## config.mk

```make
export PLATFORM = sky130hd
export DESIGN_NAME = mp_addsub_seq_flat
export DESIGN_NICKNAME = d
export VERILOG_FILES = /design/src/rtl/mp_addsub_seq_pkg.sv /design/src/rtl/mp_addsub_seq_if.sv /design/src/rtl/mp_addsub_seq_slice.sv /design/src/rtl/mp_addsub_seq.sv /design/src/flat_wrapper.sv
export SDC_FILE = /design/constraint.sdc
export NUM_CORES = 1
export LEC_CHECK = 0
export ABC_CLOCK_PERIOD_IN_PS = 11900
export CORE_MARGIN = 5
export CORE_UTILIZATION = 38
export CTS_BUF_LIST = sky130_fd_sc_hd__clkbuf_8
export CTS_CLUSTER_SIZE = 10
export DETAILED_ROUTE_END_ITERATION = 16
export PLACE_DENSITY_LB_ADDON = 0.3
export SYNTH_ARGS = -nofsm -noshare
export SYNTH_HDL_FRONTEND = slang
export SYNTH_SLANG_ARGS = --single-unit
```

## constraint.sdc

```tcl
create_clock -name clk -period 11.9 [get_ports clk]
set_input_delay 1.785 -clock clk [delete_from_list [all_inputs] [get_ports clk]]
set_output_delay 1.785 -clock clk [all_outputs]
set_load 0.01 [all_outputs]
```

## src/rtl/mp_addsub_seq_pkg.sv

```systemverilog
// Shared constants for the multi-precision add/sub sequencer.
// Holds the state and op encodings, the limb width and a full-adder helper.
package mp_addsub_seq_pkg;

    localparam int LIMB_W = 8;

    localparam logic OP_ADD = 1'b0;
    localparam logic OP_SUB = 1'b1;

    typedef enum logic [1:0] {
        ST_IDLE = 2'd0,
        ST_RUN  = 2'd1,
        ST_DONE = 2'd2
    } state_e;

    // Returns {carry, sum} of a single-bit full adder.
    function automatic logic [1:0] full_add(input logic x, input logic y, input logic ci);
        logic [1:0] res;
        res[0] = x ^ y ^ ci;
        res[1] = (x & y) | (x & ci) | (y & ci);
        return res;
    endfunction

endpackage

```

## src/rtl/mp_addsub_seq_if.sv

```systemverilog
// Operand request / result handshake bundle for mp_addsub_seq.
// The sequencer uses the slave view; the producer/consumer side uses master.
interface mp_addsub_seq_if #(
    parameter int NBYTES = 4
);
    import mp_addsub_seq_pkg::*;

    logic                       in_valid;
    logic                       in_ready;
    logic                       op;
    logic [LIMB_W*NBYTES-1:0]   a;
    logic [LIMB_W*NBYTES-1:0]   b;
    logic                       res_valid;
    logic                       res_ready;
    logic [LIMB_W*NBYTES-1:0]   r;
    logic                       cout;
    logic                       of;

    modport slave (
        input  in_valid, op, a, b, res_ready,
        output in_ready, res_valid, r, cout, of
    );

    modport master (
        output in_valid, op, a, b, res_ready,
        input  in_ready, res_valid, r, cout, of
    );

endinterface

```

## src/rtl/mp_addsub_seq_slice.sv

```systemverilog
// Combinational 8-bit add/sub slice: y is conditionally inverted by op and
// rippled through full adders; also reports the limb-level signed overflow.
module byte_addsub_slice
    import mp_addsub_seq_pkg::*;
(
    input  logic [LIMB_W-1:0] i_x,
    input  logic [LIMB_W-1:0] i_y,
    input  logic              i_ci,
    input  logic              i_op,
    output logic [LIMB_W-1:0] o_s,
    output logic              o_co,
    output logic              o_ovf
);

    logic [LIMB_W-1:0] w_y;
    logic [LIMB_W:0]   w_c;
    logic [1:0]        w_fa;

    // Ripple-carry chain over the conditioned y operand.
    always_comb begin
        w_y    = i_y ^ {LIMB_W{i_op}};
        w_c    = '0;
        w_c[0] = i_ci;
        w_fa   = 2'b00;
        o_s    = '0;
        for (int i = 0; i < LIMB_W; i++) begin
            w_fa       = full_add(i_x[i], w_y[i], w_c[i]);
            o_s[i]     = w_fa[0];
            w_c[i+1]   = w_fa[1];
        end
        o_co  = w_c[LIMB_W];
        o_ovf = (i_x[LIMB_W-1] == w_y[LIMB_W-1]) & (o_s[LIMB_W-1] != i_x[LIMB_W-1]);
    end

endmodule

```

## src/rtl/mp_addsub_seq.sv

```systemverilog
// Multi-precision add/sub sequencer: one 8-bit slice reused LSB-first over
// NBYTES cycles with the carry held in a register between limbs.
module mp_addsub_seq
    import mp_addsub_seq_pkg::*;
#(
    parameter int NBYTES = 4,
    parameter int CW     = 4
) (
    input  logic              clk,
    input  logic              rst,
    mp_addsub_seq_if.slave    bus
);

    localparam int W = LIMB_W * NBYTES;

    state_e              r_state;
    state_e              w_state_nxt;
    logic [W-1:0]        r_sa;
    logic [W-1:0]        r_sb;
    logic [W-1:0]        r_res;
    logic                r_op;
    logic                r_c;
    logic                r_cout;
    logic                r_of;
    logic [CW-1:0]       r_cnt;

    logic                w_in_ready;
    logic                w_res_valid;
    logic                w_last;
    logic [LIMB_W-1:0]   w_s;
    logic                w_co;
    logic                w_ovf;

    byte_addsub_slice u_slice (
        .i_x   (r_sa[LIMB_W-1:0]),
        .i_y   (r_sb[LIMB_W-1:0]),
        .i_ci  (r_c),
        .i_op  (r_op),
        .o_s   (w_s),
        .o_co  (w_co),
        .o_ovf (w_ovf)
    );

    assign w_last = (r_cnt == CW'(NBYTES - 1));

    // State register.
    always_ff @(posedge clk) begin
        if (rst) begin
            r_state <= ST_IDLE;
        end else begin
            r_state <= w_state_nxt;
        end
    end

    // Next-state and handshake decode.
    always_comb begin
        w_state_nxt = r_state;
        w_in_ready  = 1'b0;
        w_res_valid = 1'b0;
        case (r_state)
            ST_IDLE: begin
                w_in_ready = 1'b1;
                if (bus.in_valid) begin
                    w_state_nxt = ST_RUN;
                end else begin
                    w_state_nxt = ST_IDLE;
                end
            end
            ST_RUN: begin
                if (w_last) begin
                    w_state_nxt = ST_DONE;
                end else begin
                    w_state_nxt = ST_RUN;
                end
            end
            ST_DONE: begin
                w_res_valid = 1'b1;
                if (bus.res_ready) begin
                    w_state_nxt = ST_IDLE;
                end else begin
                    w_state_nxt = ST_DONE;
                end
            end
            default: begin
                w_state_nxt = ST_IDLE;
            end
        endcase
    end

    // Operand capture, limb-serial shift and final carry/overflow capture.
    // The carry register starts at op so subtraction becomes a + ~b + 1.
    always_ff @(posedge clk) begin
        if (rst) begin
            r_sa   <= '0;
            r_sb   <= '0;
            r_res  <= '0;
            r_op   <= OP_ADD;
            r_c    <= 1'b0;
            r_cout <= 1'b0;
            r_of   <= 1'b0;
            r_cnt  <= '0;
        end else if (r_state == ST_IDLE && bus.in_valid) begin
            r_sa  <= bus.a;
            r_sb  <= bus.b;
            r_op  <= bus.op;
            r_c   <= bus.op;
            r_cnt <= '0;
        end else if (r_state == ST_RUN) begin
            r_c   <= w_co;
            r_sa  <= r_sa >> LIMB_W;
            r_sb  <= r_sb >> LIMB_W;
            r_res <= (r_res >> LIMB_W) | (W'(w_s) << (W - LIMB_W));
            r_cnt <= r_cnt + CW'(1);
            if (w_last) begin
                r_cout <= w_co;
                r_of   <= w_ovf;
            end
        end
    end

    assign bus.in_ready  = w_in_ready;
    assign bus.res_valid = w_res_valid;
    assign bus.r         = r_res;
    assign bus.cout      = r_cout;
    assign bus.of        = r_of;

endmodule

```

## src/flat_wrapper.sv

```systemverilog
// flat-port wrapper written by rule: the top's interface ports become plain ports
module mp_addsub_seq_flat import mp_addsub_seq_pkg::*;
#(
    parameter int NBYTES = 4,
    parameter int CW     = 4
)
  (clk, rst, bus_in_valid, bus_op, bus_a, bus_b, bus_res_ready, bus_in_ready, bus_res_valid, bus_r, bus_cout, bus_of);
  mp_addsub_seq_if #(.NBYTES(NBYTES)) bus_i ();
  input  logic clk;
  input  logic rst;
  input wire logic [$bits(bus_i.in_valid)-1:0] bus_in_valid;
  input wire logic [$bits(bus_i.op)-1:0] bus_op;
  input wire logic [$bits(bus_i.a)-1:0] bus_a;
  input wire logic [$bits(bus_i.b)-1:0] bus_b;
  input wire logic [$bits(bus_i.res_ready)-1:0] bus_res_ready;
  output wire logic [$bits(bus_i.in_ready)-1:0] bus_in_ready;
  output wire logic [$bits(bus_i.res_valid)-1:0] bus_res_valid;
  output wire logic [$bits(bus_i.r)-1:0] bus_r;
  output wire logic [$bits(bus_i.cout)-1:0] bus_cout;
  output wire logic [$bits(bus_i.of)-1:0] bus_of;
  assign bus_i.in_valid = bus_in_valid;
  assign bus_i.op = bus_op;
  assign bus_i.a = bus_a;
  assign bus_i.b = bus_b;
  assign bus_i.res_ready = bus_res_ready;
  assign bus_in_ready = bus_i.in_ready;
  assign bus_res_valid = bus_i.res_valid;
  assign bus_r = bus_i.r;
  assign bus_cout = bus_i.cout;
  assign bus_of = bus_i.of;
  mp_addsub_seq #(.NBYTES(NBYTES), .CW(CW)) u_core (.clk(clk), .rst(rst), .bus(bus_i));
endmodule
```

==> out/results.txt <==
Flop-to-flop setup slack = 7.20 ns
Max VDD drop = 0.0640 mV
CTS sink cnt = 106
Post-synth top flop = dfxtp_1
Seq/Total Area, Yosys = 0.455
Final wirelength = 11.5 mm
Share of layout cells above drive strength 1 = 0.0844
Via density = 5.13
Skew-Pair Late Insertion Delay = 0.37 ns
Worst Path Arrival = 5.00 ns
Design Area, Final = 5910 um2
Via count = 4099
Core footprint = 12000 um2
CP max stage delay = 0.60 ns
Number of synthesized flops with an enable pin = 0
Worst path top cell family by delay = adder cells
Setup TNS = 0 ns
Clk buf depth = 2
GPL Wtd Cong = 0.780
Vias in the first global route = 3957
Final #Nets = 726
Startpoint Class = flop
Die width = 121 um
Final ANT Viol Nets = 0
CP dominant cell by count = fa_1
CP max FO = 9
Tmin final = 4.70 ns
Dpl cell area = 5720 um2
Status = complete, no violations
CTS buffer count = 9
Post-CTS setup buffer count = 0
WS Path Type = flop to flop
Synth warn = 0
CP Capture Type = flop
Final Power = 0.747 mW
Total nets after synthesis = 655
Remaining Overflow, GRT = 0
Clock transition at the registers of the reported paths = 0.11 ns
Hold WC Path Type = flop to flop
Combinational share of power = 0.189
Final period utilization = 0.395
Pleak = 2.08 nW
Synth Area per Inst = 8.10 um2
Clock skew = 0.0137 ns
Clock power frac = 0.282
Number of antenna diodes = 0
Final setup viols = 0
Clock Tree Root = clkbuf_8
# hold bufs at CTS = 0
Post-Synthesis Cells = 576
Sequential share of power = 0.528
Die height = 121 um
Crit path buf inv count = 2
Cell area power density = 126 nW/um2
Final hold violations = 0
Number of remaining DRC errors = 0
#FFs+latches synth = 106
H-tree depth = 3
CP required = 12.20 ns
HPWL after DPL = 7.91 mm
First-pass GRT wire length = 19.0 mm
Sw Pwr = 0.219 mW
Crit-path cells = xor2_1 -> fa_1 -> fa_1 -> inv_1 -> fa_1 -> fa_1 -> fa_1 -> fa_1 -> fa_1 -> inv_1 -> fa_1 -> xnor2_1 -> or4_1 -> a21oi_1
Rows = 40
Iteration-0 DRC Markers = 261
Post_cts resized = 0
Asr flop ratio synth = 0
CTS tree = yes
Switching Share = 0.293
Unrepaired setup endpoints after global routing = no
# Max-Cap Violations = 0
DR WL/cell = 14.4 um
Placed instance count = 783
Port-buffer cells = 104
Netlist cell types = 31
I/O Pins = 105
Rel. slew slack = 0.269
Max Fclk = 213 MHz
Die ar. = 14600 um2
Initial antenna violation count = 0
Final std cells w/o fill = 799
Synth Cell Area = 4670 um2
Pin count of the biggest net entering global routing = 107
Synthesis-to-finish area growth = 26.5%
Final Worst Setup Slack = 7.20 ns
Total GRT Usage = 0.159
Slowest CP cell = dfxtp_1
Pre-CTS worst setup slack = 7.18 ns
Int Power = 0.528 mW
Initial core utilization = 0.389
Max Slew Vio Count = 0
Measured slew at the worst slew-check pin = 1.10 ns
First-pass DRT Iterations = 4
[power by group through the flow]
stage	clock, mW	sequential (mW)	combinational [mW]
6_report	0.211	0.395	0.141
2_1_floorplan	0	0.400	0.0907
4_1_cts	0.216	0.395	0.143
5_1_grt	0.229	0.398	0.160
3_5_place_dp	0	0.403	0.142
3_3_place_gp	0	0.402	0.140
[Yosys cell counts, types with 2 or more instances]
library cell  instances  area, um2
nor3_1               27        135
nand2_1              98        368
o21ai_0               3       15.0
dfxtp_1             106       2120
nor2b_1               3       18.8
nor2_1               56        210
nand3_1              17       85.1
buf_2                20        100
xnor2_1               7       61.3
inv_1                 9       33.8
or3b_2               24        210
fa_1                  8        160
or3_2                 2       15.0
nand2b_1             25        156
buf_4                 3       22.5
a211oi_1             30        225
clkbuf_1             26       97.6
a21oi_1              95        475
ha_1                  2       25.0
xor2_1                4       35.0
[routing by layer]
metal,wire length (um),global-route usage
met5,0,0
met4,111,0.0382
met3,647,0.0351
met2,5610,0.264
met1,5160,0.210
[through the flow]
step                utilization  hold slack [ns]
floorplan                     -            0.432
global placement          0.476            0.443
detailed placement        0.476            0.450
CTS                       0.492            0.464
global route              0.492            0.484
finish                    0.492            0.462
[sequential cells by signal (all words and copies together) (netlist names)]
| name | flops |
|---|---|
| u_core.r_op | 1 |
| u_core.r_cnt | 4 |
| u_core.bus.cout | 1 |
| u_core.bus.of | 1 |
| u_core.r_sa | 32 |
| u_core.bus.r | 32 |
| u_core.r_sb | 32 |
| u_core.r_state | 2 |
| u_core.r_c | 1 |
[cells in the final DEF, fill, tap and decap left out, types with 2 or more instances in the layout]
cell type          n
ha_1               2
or3_2              2
clkbuf_8           9
o21ai_0            3
inv_1              9
xnor2_1            7
nand2_1           98
nand2b_1          24
dfxtp_1          106
nand3_1           17
buf_4              8
or3b_2            24
nor2b_1            2
clkdlybuf4s50_1  103
inv_8              2
clkinvlp_4         2
a21oi_1           95
nor3_1            27
a211oi_1          30
fa_1               8
xor2_1             4
nor2_1            56
[area by class of cell]
class / count / area (um2)
clock buffer: 9 / 124
clock inverter: 7 / 60.1
fill: 1181 / 6110
inverter: 9 / 33.8
multi-input combinational: 410 / 2290
sequential: 106 / 2120
tap: 147 / 184
timing repair buffer: 111 / 1090
[worst reg2reg max path: stages, from the launching register on]
cell and delay (ns):
dfxtp_1 0.60, xor2_1 0.26, fa_1 0.23, fa_1 0.18, inv_1 0.06, fa_1 0.41
fa_1 0.43, fa_1 0.42, fa_1 0.43, fa_1 0.41, inv_1 0.09, fa_1 0.45
xnor2_1 0.14, or4_1 0.39, a21oi_1 0.14
[path summary, 6_finish.rpt]
| kind | from | end | depth (start not counted) |
|---|---|---|---|
| setup reg to reg | u_core.r_op | u_core.bus.of | 14 |
| hold reg to reg | u_core.bus.r[4] | u_core.bus.r[4] | 2 |
| setup / recovery | u_core.r_op | u_core.bus.of | 14 |
| hold / removal | u_core.bus.r[4] | u_core.bus.r[4] | 2 |
[logic make-up after synthesis]
family                   share of synthesized area
buffers and inverters                       0.0576
AO/OA/AOI/OAI                                0.159
multiplexers                               0.00214
adder cells (fa/ha/maj)                     0.0397
AND/OR/NAND/NOR                              0.266
flip-flops                                   0.455
XOR/XNOR                                    0.0206
(Power assumes the default switching activity.)
